--- config.mk ---
export PLATFORM = sky130hd
export DESIGN_NAME = registro_de_estado
export DESIGN_NICKNAME = d
export VERILOG_FILES = /design/src/rtl/registro_de_estado_pkg.sv /design/src/rtl/registro_de_estado_contador_saturado.sv /design/src/rtl/registro_de_estado.sv
export SDC_FILE = /design/constraint.sdc
export NUM_CORES = 1
export LEC_CHECK = 0
export BUFFER_PORTS_ARGS = -buffer_cell sky130_fd_sc_hd__buf_2
export CORE_MARGIN = 5
export CORE_UTILIZATION = 29
export CTS_BUF_LIST = sky130_fd_sc_hd__clkbuf_8 sky130_fd_sc_hd__clkbuf_16
export DETAILED_ROUTE_END_ITERATION = 10
export PLACE_DENSITY = 0.51
export SYNTH_ARGS = -nofsm -noshare
export SYNTH_HDL_FRONTEND = slang
export SYNTH_SLANG_ARGS = --single-unit
--- constraint.sdc ---
create_clock -name clk -period 1.6 [get_ports clk]
set_clock_uncertainty 0.2 [all_clocks]
set_input_delay 0.4 -clock clk [delete_from_list [all_inputs] [get_ports clk]]
set_output_delay 0.4 -clock clk [all_outputs]
set_load 0.01 [all_outputs]
--- src/rtl/registro_de_estado_pkg.sv ---
// Shared definitions for the "110" detector state register: state codes and default widths.
package registro_de_estado_pkg;

   localparam int unsigned CNT_W_DEF = 8;

   // {y1,y2}: A idle, B saw "1", C saw "11", D saw "110"
   typedef enum logic [1:0] {
      ST_A = 2'b00,
      ST_B = 2'b01,
      ST_C = 2'b10,
      ST_D = 2'b11
   } estado_t;

endpackage

--- src/rtl/registro_de_estado_contador_saturado.sv ---
// Saturating up-counter with synchronous clear; holds at all-ones instead of wrapping.
module contador_saturado
   import registro_de_estado_pkg::*;
#(
   parameter int unsigned CNT_W = CNT_W_DEF
) (
   input  logic             clk,
   input  logic             reset,
   input  logic             clr,
   input  logic             inc,
   output logic [CNT_W-1:0] q
);

   localparam logic [CNT_W-1:0] CNT_MAX = '1;

   logic [CNT_W-1:0] q_d;

   // clear wins over a same-cycle increment
   always_comb begin
      q_d = q;
      if (clr) begin
         q_d = '0;
      end else if (inc && (q != CNT_MAX)) begin
         q_d = q + CNT_W'(1);
      end
   end

   always_ff @(posedge clk or posedge reset) begin
      if (reset) begin
         q <= '0;
      end else begin
         q <= q_d;
      end
   end

endmodule

--- src/rtl/registro_de_estado.sv ---
// State register and Mealy output stage of the "110" serial detector; the next-state
// logic sits outside and closes the loop through w/y1/y2 -> Yin1/Yin2.
module registro_de_estado
   import registro_de_estado_pkg::*;
#(
   parameter int unsigned CNT_W  = CNT_W_DEF,
   parameter estado_t     RST_ST = ST_A
) (
   input  logic             clk,
   input  logic             reset,
   input  logic             clr,
   input  logic             en,
   input  logic             w_in,
   input  logic             Yin1,
   input  logic             Yin2,
   output logic             w,
   output logic             y1,
   output logic             y2,
   output logic             z,
   output logic [CNT_W-1:0] det_count
);

   logic    en_q;
   logic    w_d;
   logic    en_d;
   estado_t estado_q;
   estado_t estado_d;

   // next values for the input stage and the state; the state only moves on a valid bit
   always_comb begin
      w_d      = w_in;
      en_d     = en;
      estado_d = estado_q;
      if (clr) begin
         w_d      = 1'b0;
         en_d     = 1'b0;
         estado_d = RST_ST;
      end else if (en_q) begin
         estado_d = estado_t'({Yin1, Yin2});
      end
   end

   always_ff @(posedge clk or posedge reset) begin
      if (reset) begin
         w        <= 1'b0;
         en_q     <= 1'b0;
         estado_q <= RST_ST;
      end else begin
         w        <= w_d;
         en_q     <= en_d;
         estado_q <= estado_d;
      end
   end

   assign y1 = estado_q[1];
   assign y2 = estado_q[0];

   // C->D transition pending: valid "0" arriving while in C
   assign z = en_q & y1 & ~y2 & ~w;

   contador_saturado #(
      .CNT_W (CNT_W)
   ) u_det_count (
      .clk   (clk),
      .reset (reset),
      .clr   (clr),
      .inc   (z),
      .q     (det_count)
   );

endmodule

# After elaboration in Yosys (flattened, before gate mapping)
# Cells that the tools add are included.
[totals]
rom_bits = 0
word_cells = 20
inputBits = 7
memories = 0
regBits = 12
ramBits = 0
latchBits = 0
output_inout_bits = 12
[classes]
magnitude_cmp = 0
n_mux = 6
n_div = 0
reduce_logical = 3
shift = 0
n_bitwise = 5
multipliers = 0
n_addsub = 1
n_eq_ne = 1
[op_table]
columns = ["operator", "n"]
rows = [
  ["8-bit two-way mux", 2],
  ["8-bit by 1-bit adder with 8-bit output, second input constant", 1],
  ["8-bit inequality test, second input constant", 1],
  ["2-bit two-way mux", 2],
  ["2-bit nonzero test", 2],
  ["1-bit bitwise AND", 3],
  ["1-bit two-way mux", 2],
  ["1-bit inverter", 2],
  ["1-bit logical AND", 1],
]

# Logic depth before layout (Yosys ltp)
# Gate-level depths: netlist of the first run.
[depth]
ltp_word = 6
depth_mapped = 5
ltp_nobuf = 4

# Cells and area by module
# Synthesis of the first run repeated with hierarchy kept, for this count alone.
[unflattened]
hier_cells = 61
hier_area_um2 = 660.6
[by_module_without_submodules]
columns = ["mod", "seq_area_each_um2", "cells_each", "area_per_inst_um2", "n_inst"]
rows = [
  ["contador_saturado", 200.2, 49, 504.2, 1],
  ["registro_de_estado", 100.1, 12, 156.4, 1],
]

# Worst setup path after synthesis of the first run
# OpenSTA, ideal clock, no wires.
[synth_path]
kind = "reg2reg"
startpoint = "reg u_det_count.q[0]"
endpoint = "reg u_det_count.q[3]"
t_required_ns = 1.272
arrival_ns = 1.364
synth_period_minus_slack_ns = 1.692
path_slack_ns = -0.092
path_buffers = 1
stages_incl_launch_ff = 5
setup_ns = 0.128
path_cell_list = "dfrtp_1 > ha_1 > clkbuf_1 > a311oi_1 > mux2_1"
[synth_between]
elab_chain_len = 3
elab_cells_between_ends = 6
cone_classes = "1 x add/sub; 1 x eq/ne; 2 x mux; 2 x reduce/logical"
[synth_lines]
columns = ["element", "line_no", "rtl"]
rows = [
  ["from (decl)", "registro_de_estado_contador_saturado.sv:11", "output logic [CNT_W-1:0] q"],
  ["from (signal assigned)", "registro_de_estado_contador_saturado.sv:32", "q <= q_d;"],
  ["8-bit by 1-bit adder with 8-bit output / 8-bit inequality test (equally long branches)", "registro_de_estado_contador_saturado.sv:24, registro_de_estado_contador_saturado.sv:23", ""],
  ["8-bit two-way mux / 1-bit logical AND (equally long branches)", "registro_de_estado_contador_saturado.sv:23", "end else if (inc && (q != CNT_MAX)) begin"],
  ["8-bit two-way mux / 2-bit nonzero test (equally long branches)", "n/a", ""],
]
# Parallel ways exist; a longest one is shown, timed or not. The select of a mux whose other input is x is not followed.
# A chain may end at the register's enable or synchronous reset.

# Worst setup path in the final report of the first run
[layout_path]
startpoint = "reg w"
endpoint = "reg u_det_count.q[3]"
[layout_between]
elab_chain_len = 4
[layout_lines]
columns = ["element", "line_no", "rtl"]
rows = [
  ["from (decl)", "registro_de_estado.sv:16", "output logic w,"],
  ["from (signal assigned)", "registro_de_estado.sv:49", "w <= w_d;"],
  ["1-bit inverter", "registro_de_estado.sv:59", "assign z = en_q & y1 & ~y2 & ~w;"],
  ["1-bit bitwise AND", "registro_de_estado.sv:59", ""],
  ["1-bit logical AND", "registro_de_estado_contador_saturado.sv:23", ""],
  ["2-bit nonzero test (no line)", "n/a", ""],
]
# Every way passes these cells.

==> results.md, run 1 <==
- Clock Path Buffers: 2
- Max_slew headroom: around two thirds
- Count of different cell masters after synthesis: 27
- Top cells by area, synth: dfrtp_1 46%, nor2b_1 5.7%, mux2_1 5.2%
- First-pass GRT wire length: ~2900 µm
- Dominant synthesized flop cell: dfrtp_1
- Post-DRT Antenna Nets: 0
- Reg-to-reg endpoint: u_det_count.q[3]$_DFFE_PP0P_
- Final Max Slew Viols: 0
- Cell count of the worst reg-to-reg path: 5
- Post-synth EDFFs: 0
- RR Startpoint: w$_DFF_PP0_
- Synth Register Bits: 12
- Worst-margin pin slew: about 500 ps
- Critical path endpoint category: flop
- Max VDD drop: 0.000378 V
- Largest area contributor in the netlist: dfrtp_1
- Row Count: 17
- Final Setup Violations: 5
- Path type of the worst min-delay path: in2reg
- Pre-CTS WS: -53.3 ps
- Root Driver: clkbuf_8
- Die H: about 57 µm
- WL/cell: 13.2 µm
- Clock Latency Late Sink: 240 ps
- Commonest cells post-synth: 12 x dfrtp_1, 6 x nor2b_1, 5 x nor2_1
- Flop2flop setup slack: -130 ps
- Outcome: complete, but fails checks
- H-tree levels: 1
- Leading cell type by number of instances after synthesis: dfrtp_1
- Hold endpoint: en_q$_DFF_PP0_
- Yosys warnings: 0
- P per Cell Area: 610 mW/mm²
- Post-Synthesis Cells: between 60 and 70
- Syn_nets: 72
- Maxcap violations: 0
- Synth-to-layout area growth: 59.0%
- TritonCTS Buffers: 3
- DRC: 0
- Grt total ovfl: 0
- CTS clk-pin slew, worst paths: 50 ps
- Cells along the critical path: nand4bb_1, buf_6, buf_12, a311oi_4, mux2_4
- CP max-delay cell: dfrtp_1
- RePlAce Congestion: roughly 0.8
- P_leak: 0.496 nW
- Worst Path Required: 1530 ps
- Die ar.: 0.00330 mm²
- Final worst slack: -126 ps
- Iter 0 DRT Violations: 6
- Violated checks: setup timing
- HPWL after DPL: 1260 µm
- Port-buffer cells: 18
- Final hold violation count: 0
- CTS tree: done
- Setup CP Type: reg2reg
- Total power: between 0.6 and 0.7 mW
- Via Count: between 600 and 700
- Vias in the first global route: 643
- Max frequency: 579 MHz
- TritonRoute pass-1 iters: 4
- Final std cells w/o fill: 130
- Seq/Total Area, Yosys: 46.0%
- Initial Utilization: 29.8%
- Placed insts: 124
- Nets: 112
- CTS sink cnt: 12
- Mean Syn Cell Area: 10.2 µm²
- Core ar.: 0.00219 mm²
- Wirelength, routed: ~1700 µm
- Final min period: 1730 ps
- Critical Path Max Stage Delay: 370 ps
- Crit Path Max Fanout: 6
- Asr flop ratio synth: between 90% and 100%
- Initial antenna violation count: 0
- CP delay by family, top: flip-flops
- Worst Hold Launch: en
- # diodes: 0
- Largest net degree at the start of global routing: 17
- CP arrival: 1650 ps
- Top cell type's share of synthesized area: approximately 46%
- Layout cells sized above 1: 48.0%
- I/O pins: 19
- Hold Path Cell Cnt: 2
- Overall Global Routing Usage: 11.7%
- Unrepaired setup endpoints after global routing: yes
- Final Cycle Share: 108%
- Horiz. Die Dim: 57.5 µm
- Detail-routed via count per cell: between 4 and 5
- Critical path buffers and inverters: 2
- Synthesized area: 653 µm²
- CP Launch Type: flop
-- registers in the layout, summed over array words and instances (netlist names) --
name	count
w	1
en_q	1
estado_q	2
u_det_count.q	8
-- kinds of logic after synthesis --
logic type,after synthesis,share of synthesized area (%)
buffers and inverters,8,4.79
AND/OR/NAND/NOR,25,22.0
flip-flops,12,46.0
multiplexers,6,9.77
AO/OA/AOI/OAI,12,15.5
adder cells (fa/ha/maj),1,1.92
-- worst register-to-register path, delay by kind of cell, from the launching register on --
| kind | cells | cell delay (ps) |
|---|---|---|
| DFF | 1 | 370 |
| muxes | 1 | 320 |
| buffers and inverters | 2 | 290 |
| AOI/OAI and AO/OA | 1 | 230 |
| and+or+nand+nor | 1 | 210 |
-- what timing repair did --
item / in CTS / in global routing
resized for setup: 5 / 4
endpoints found under the setup margin: 4 / 8
pin swaps: 4 / 2
hold buffers: 1 / 0
endpoints found under the hold margin: 12 / 0
setup buffers: 2 / 0
-- routing by layer --
metal	track usage [%]	wire, µm	vias up
li1	-	-	305
met1	12.6	704	313
met2	19.5	876	12
met3	2.26	66	4
met4	9.93	68	0
met5	0	0	-
-- area by class of cell --
cell class              count  area [µm²]
flip-flops and latches     12         300
well taps                  28        35.0
repair buffers             38         265
multi-input cells          44         375
fillers                   230        1150
inverters                   5        21.3
clock buffers               3        41.3
-- through the flow --
stage	hold WS [ps]	cell area (µm²)	TNS (ps)	util, %
after detailed placement	248	902	-72.5	41.2
after floorplan	64.7	678	-127	-
after global routing	189	1040	-908	47.4
after CTS	179	1010	-468	46.1
after global placement	240	902	-25.6	41.2
final	181	1040	-416	47.4
-- power breakdown --
part	leakage [nW]	internal, mW	total, mW	switching [mW]
sequential	0.165	0.309	0.313	0.00362
combinational	0.310	0.0243	0.0500	0.0257
clock	0.0216	0.165	0.270	0.105
-- placed cells by master, fill, tap and decap left out, drive strengths merged, types with 2 or more instances in the layout --
cell    instances
mux2i           3
nand2           3
mux2            3
a211oi          2
dfrtp          12
a21oi           3
and3            2
nand2b          2
nor4            2
nor2            5
a311oi          3
buf            37
nor2b           6
nand3           2
inv             5
clkbuf          3
-- how the worst max path moves through the flow --
stage	start	end	slack, ps	cells past startpoint
final	w$_DFF_PP0_	u_det_count.q[3]$_DFFE_PP0P_	-130	5
after global routing	w$_DFF_PP0_	u_det_count.q[0]$_DFFE_PP0P_	-170	5
after CTS	w$_DFF_PP0_	u_det_count.q[3]$_DFFE_PP0P_	-140	5
after detailed placement	estado_q[0]$_DFFE_PP0P_	u_det_count.q[7]$_DFFE_PP0P_	-50	4
after global placement	estado_q[0]$_DFFE_PP0P_	u_det_count.q[7]$_DFFE_PP0P_	-20	4
after floorplan	u_det_count.q[1]$_DFFE_PP0P_	u_det_count.q[3]$_DFFE_PP0P_	-70	4
(Power assumes the default switching activity.)
==> run 2: changes to the inputs <==
--- a/config.mk
+++ b/config.mk
@@ -5,7 +5,7 @@
 export SDC_FILE = /design/constraint.sdc
 export NUM_CORES = 1
 export LEC_CHECK = 0
-export BUFFER_PORTS_ARGS = -buffer_cell sky130_fd_sc_hd__buf_2
+export BUFFER_PORTS_ARGS = -buffer_cell sky130_fd_sc_hd__clkbuf_2
 export CORE_MARGIN = 5
 export CORE_UTILIZATION = 29
 export CTS_BUF_LIST = sky130_fd_sc_hd__clkbuf_8 sky130_fd_sc_hd__clkbuf_16
==> results.md, run 2 (synthesized netlist as in run 1, its figures left out) <==
- Iter 0 DRT Violations: 14 (+8)
- Hold endpoint: en_q$_DFF_PP0_
- Clock Path Buffers: 2 (unchanged)
- Flop2flop setup slack: -100 ps (+30 ps)
- Reg-to-reg endpoint: u_det_count.q[3]$_DFFE_PP0P_
- Utilization after layout: 49.3% (+1.9 points)
- Largest net degree at the start of global routing: 13 (-4)
- # diodes: 0 (unchanged)
- CP arrival: 1110 ps (-540 ps)
- Cell count of the worst reg-to-reg path: 5 (unchanged)
- TritonCTS Buffers: 3 (unchanged)
- Unrepaired setup endpoints after global routing: yes
- CP delay by family, top: flip-flops
- Maxcap violations: 0 (unchanged)
- Grt total ovfl: 0 (unchanged)
- CTS tree: done
- Final Cycle Share: 107% (-1.2 points)
- CP Launch Type: flop
- P per Cell Area: 641 mW/mm² (+5.2%)
- Setup CP Type: reg2out
- Max VDD drop: 0.000485 V (+28%)
- Critical Path Max Stage Delay: 380 ps (about the same)
- P_leak: 0.507 nW (+2.2%)
- Overall Global Routing Usage: 11.4% (-0.36 points)
- Root Driver: clkbuf_8
- WHS: 196 ps (+14.7 ps)
- Setup TNS: -567 ps (-151 ps)
- HPWL after DPL: 1280 µm (+0.98%)
- First-pass GRT wire length: 2920 µm (+1.4%)
- Final worst slack: -106 ps (+19.9 ps)
- Total power: 0.693 mW (+9.3%)
- Cells along the critical path: nand4bb_1, buf_6, inv_4, buf_6
- Worst Path Required: 1000 ps (-530 ps)
- I/O pins: 19 (unchanged)
- Final Setup Violations: 7 (+2)
- WL/cell: 12.9 µm (-2.2%)
- Violated checks: setup timing
- Detail-routed via count per cell: 4.74 (-2.8%)
- DRC: 0 (unchanged)
- CP dominant cell by count: buf_6
- Layout cells sized above 1: 50.9% (+2.9 points)
- Horiz. Die Dim: 57.5 µm (unchanged)
- RePlAce Congestion: 0.786 (+0.49%)
- RR Startpoint: w$_DFF_PP0_
- CTS sink cnt: 12 (unchanged)
- Row Count: 17 (unchanged)
- Die ar.: 0.00330 mm² (unchanged)
- Worst-margin pin slew: 484 ps (-10.8 ps)
- Max frequency: 586 MHz (+1.2%)
- H-tree levels: 1 (unchanged)
- Vias in the first global route: 657 (+2.2%)
- Hold Path Cell Cnt: 2 (unchanged)
- Post-DRT Antenna Nets: 0 (unchanged)
- Wirelength, routed: 1730 µm (+0.82%)
- Final Max Slew Viols: 0 (unchanged)
- Final min period: 1710 ps (-19.9 ps)
- Via Count: 635 (+0.16%)
- Clock Latency Late Sink: 240 ps (about the same)
- Crit Path Max Fanout: 4 (-2)
- Pre-CTS WS: -64.0 ps (-10.7 ps)
- Top reg by flops: u_det_count.q
- Die H: 57.5 µm (unchanged)
- Fillers: 216 (-6.1%)
- Synth-to-layout area growth: 65.3%
- Biggest registers after layout: u_det_count.q x8, estado_q x2
- Initial Utilization: 29.8% (unchanged)
- CTS clk-pin slew, worst paths: 50 ps (about the same)
- Core ar.: 0.00219 mm² (unchanged)
- TritonRoute pass-1 iters: 4 (unchanged)
- Worst Hold Launch: en
- Outcome: complete, but fails checks
- Commonest cells after routing, fill and taps aside: 17 x clkbuf_2, 17 x buf_4, 12 x dfrtp_1, 6 x nor2b_1, 6 x buf_6
- Path type of the worst min-delay path: in2reg
- Max reg flops: 8 (unchanged)
- Initial antenna violation count: 0 (unchanged)
- Max_slew headroom: 67.7% (+0.72 points)
- Final hold violation count: 0 (unchanged)
- Critical path buffers and inverters: 3 (+1)
- Critical path endpoint category: output pin
- CP max-delay cell: dfrtp_1
- Port-buffer cells: 18 (unchanged)
- Nets: 115 (+2.7%)
## run 2: cell count changes in the layout (fill, tap and decap cells not counted), sizes merged
| cell | change |
|---|---|
| buf | -14 |
| clkbuf | +18 |
## run 2: layout make-up
cell class / count / area (µm²) / share of cell area (%)
clock buffer: 4 / 55.1 / 5.10
inverter: 5 / 21.3 / 1.97
multi-input combinational: 44 / 378 / 35.0
sequential: 12 / 300 / 27.8
tap: 28 / 35.0 / 3.24
timing repair buffer: 41 / 290 / 26.9
## run 2: through the flow
stage,cells,area (µm²)
6_report,134,1080
5_1_grt,134,1080
4_1_cts,133,1020
3_5_place_dp,125,910
3_3_place_gp,125,910
2_1_floorplan,64,678
## run 2: routing by layer
layer / vias to the layer above / global-route usage, % / wire [µm]
met2: 14 / 18.7 / 849
li1: 311 / - / -
met4: 0 / 6.95 / 50
met1: 305 / 13.4 / 760
met3: 5 / 2.49 / 69
met5: - / 0 / 0
## run 2: how the worst max path moves through the flow
stage                                       from                      endpoint  slack (ps)  cells after the start
floorplan           u_det_count.q[1]$_DFFE_PP0P_  u_det_count.q[3]$_DFFE_PP0P_         -70                      4
global placement         estado_q[0]$_DFFE_PP0P_  u_det_count.q[7]$_DFFE_PP0P_         -20                      4
detailed placement       estado_q[0]$_DFFE_PP0P_  u_det_count.q[7]$_DFFE_PP0P_         -60                      4
CTS                                  w$_DFF_PP0_                             z        -150                      4
global route                         w$_DFF_PP0_  u_det_count.q[3]$_DFFE_PP0P_        -190                      5
finish                               w$_DFF_PP0_                             z        -110                      4
## run 2: where the power goes
group          total [mW]  switching (mW)  leakage, nW  internal, mW
logic              0.0543          0.0271        0.314        0.0272
registers           0.313         0.00352        0.165         0.309
clock network       0.325           0.108       0.0288         0.217
## run 2: timing repair
| item | in CTS | in global routing |
|---|---|---|
| endpoints found under the setup margin | 4 | 8 |
| buffers inserted | 3 | 1 |
| gates resized for setup | 5 | 10 |
| hold buffers | 1 | 0 |
| pin swaps | 4 | 2 |
| endpoints found under the hold margin | 12 | 0 |
| gates cloned | 0 | 0 |
==> run 3: changes to the inputs <==
==> constraint.sdc (replaced) <==
create_clock -name clk -period 1.5 [get_ports clk]
set_clock_uncertainty 0.2 [all_clocks]
set_input_delay 0.375 -clock clk [delete_from_list [all_inputs] [get_ports clk]]
set_output_delay 0.375 -clock clk [all_outputs]
set_load 0.01 [all_outputs]
==> results.md, run 3 (synthesized netlist as in run 1, its figures left out) <==
- Top reg by flops: u_det_count.q
- Die ar.: 0.00330 mm² (unchanged)
- Horiz. Die Dim: 57.5 µm (unchanged)
- Path type of the worst min-delay path: in2reg
- P_leak: 0.551 nW (+8.6%)
- HPWL after DPL: 1290 µm (+1.1%)
- Initial antenna violation count: 0 (unchanged)
- WL/cell: 13.2 µm (+2.7%)
- I/O pins: 19 (unchanged)
- Unrepaired setup endpoints after global routing: yes
- Final worst slack: -173 ps (-67.3 ps)
- Violated checks: setup timing
- Initial Utilization: 29.8% (unchanged)
- Worst-margin pin slew: 490 ps (+6.05 ps)
- Grt total ovfl: 0 (unchanged)
- TritonRoute pass-1 iters: 4 (unchanged)
- TritonCTS Buffers: 3 (unchanged)
- Vias in the first global route: 688 (+4.7%)
- Biggest registers after layout: u_det_count.q x8, estado_q x2
- Synth-to-layout area growth: 79.9%
- Cell count of the worst reg-to-reg path: 5 (unchanged)
- Post-DRT Antenna Nets: 0 (unchanged)
- Multi-input logic area: 408 µm² (+7.9%)
- Max VDD drop: 0.000355 V (-27%)
- CTS clk-pin slew, worst paths: 50 ps (about the same)
- Setup CP Type: reg2out
- Iter 0 DRT Violations: 4 (-10)
- Final Cycle Share: 112%
- CP arrival: 1100 ps (about the same)
- Final hold violation count: 0 (unchanged)
- Commonest non-fill, non-tap cell in the layout: buf_4
- RePlAce Congestion: 0.798 (+1.5%)
- Die H: 57.5 µm (unchanged)
- CTS sink cnt: 12 (unchanged)
- Wirelength, routed: 1830 µm (+5.7%)
- CP max-delay cell: dfrtp_1
- First-pass GRT wire length: 3040 µm (+4.2%)
- Hold Path Cell Cnt: 2 (unchanged)
- Final Max Slew Viols: 0 (unchanged)
- CTS tree: done
- DRC: 0 (unchanged)
- Critical Path Max Stage Delay: 370 ps (about the same)
- Layout cells sized above 1: 57.3% (+6.3 points)
- Core ar.: 0.00219 mm² (unchanged)
- Via Count: 658 (+3.6%)
- Port-buffer cells: 18 (unchanged)
- Outcome: complete, but fails checks
- Total power: 0.753 mW (+8.8%)
- Max reg flops: 8 (unchanged)
- Max_slew headroom: 67.3% (-0.40 points)
- Crit Path Max Fanout: 6 (+2)
- # diodes: 0 (unchanged)
- Final min period: 1670 ps
- Register area: 300 µm² (unchanged)
- Final Setup Violations: 8 (+1)
- Commonest cells after routing, fill and taps aside: 19 x buf_4, 14 x clkbuf_2, 12 x dfrtp_1, 10 x buf_6, 6 x nor2b_1
- Critical path endpoint category: output pin
- Detail-routed via count per cell: 4.77 (+0.62%)
- Nets: 119 (+3.5%)
- Largest net degree at the start of global routing: 15 (+2)
- Cells along the critical path: nand4bb_1, buf_6, inv_4, buf_6
- Clock Latency Late Sink: 240 ps (about the same)
- Maxcap violations: 0 (unchanged)
- CP dominant cell by count: buf_6
- Root Driver: clkbuf_8
- Fillers: 197 (-8.8%)
- Worst Path Required: 920 ps (-80 ps)
- P per Cell Area: 641 mW/mm² (about the same)
- CP Launch Type: flop
- Max frequency: approximately 600 MHz
- Overall Global Routing Usage: 12.3% (+0.87 points)
- Clock Path Buffers: 2 (unchanged)
- H-tree levels: 1 (unchanged)
- Row Count: 17 (unchanged)
- Setup TNS: -853 ps (-285 ps)
[run 3: worst paths after layout]
kind                                               from                           end  slack [ps]
setup / recovery                estado_q[0]$_DFFE_PP0P_                             z        -170
hold / removal                                       en                en_q$_DFF_PP0_         150
setup reg to reg                estado_q[0]$_DFFE_PP0P_  u_det_count.q[0]$_DFFE_PP0P_        -170
hold reg to reg            u_det_count.q[5]$_DFFE_PP0P_  u_det_count.q[5]$_DFFE_PP0P_         410
max in group asynchronous                         reset       estado_q[1]$_DFFE_PP0P_         290
min in group asynchronous                         reset                   w$_DFF_PP0_         480
[run 3: repair_timing]
item                                   CTS  global route
setup endpoints to repair                9            13
setup buffers                            5             1
endpoints found under the hold margin   12             0
pin swaps                                7             4
hold buffers                             1             0
resized for setup                       13            16
[run 3: worst max-delay path: cells and delay by family (launching register included)]
kind,cells,cell delay (ps)
flip-flops,1,370
buffers and inverters,3,290
AND/OR/NAND/NOR,1,200
[run 3: layout make-up]
type | instances | area share (%)
Sequential cell | 12 | 25.6
Clock buffer | 4 | 4.69
Inverter | 5 | 1.81
Multi-Input combinational cell | 44 | 34.7
Timing Repair Buffer | 45 | 30.2
Tap cell | 28 | 2.98
[run 3: through the flow]
step / area (µm²) / hold WS [ps] / util (%) / setup slack [ps] / std cells
floorplan: 678 / 39.7 / - / -167 / 64
global placement: 932 / 200 / 42.5 / -121 / 128
detailed placement: 932 / 206 / 42.5 / -153 / 128
CTS: 1110 / 148 / 50.9 / -213 / 138
global route: 1170 / 160 / 53.6 / -235 / 138
finish: 1170 / 147 / 53.6 / -173 / 138
[run 3: report_power, final]
group	internal (mW)	switching (mW)
Clock	0.232	0.128
Sequential	0.330	0.00314
Combinational	0.0299	0.0298
Total	0.592	0.161
[run 3: per-layer routing]
metal,routed length [µm],share of wire [%],global-route usage (%),up-vias
li1,-,-,-,320
met1,747,41,13.5,319
met2,948,52,20.3,14
met3,78,4.3,3.62,5
met4,54,3.0,7.95,0
met5,0,0,0,-
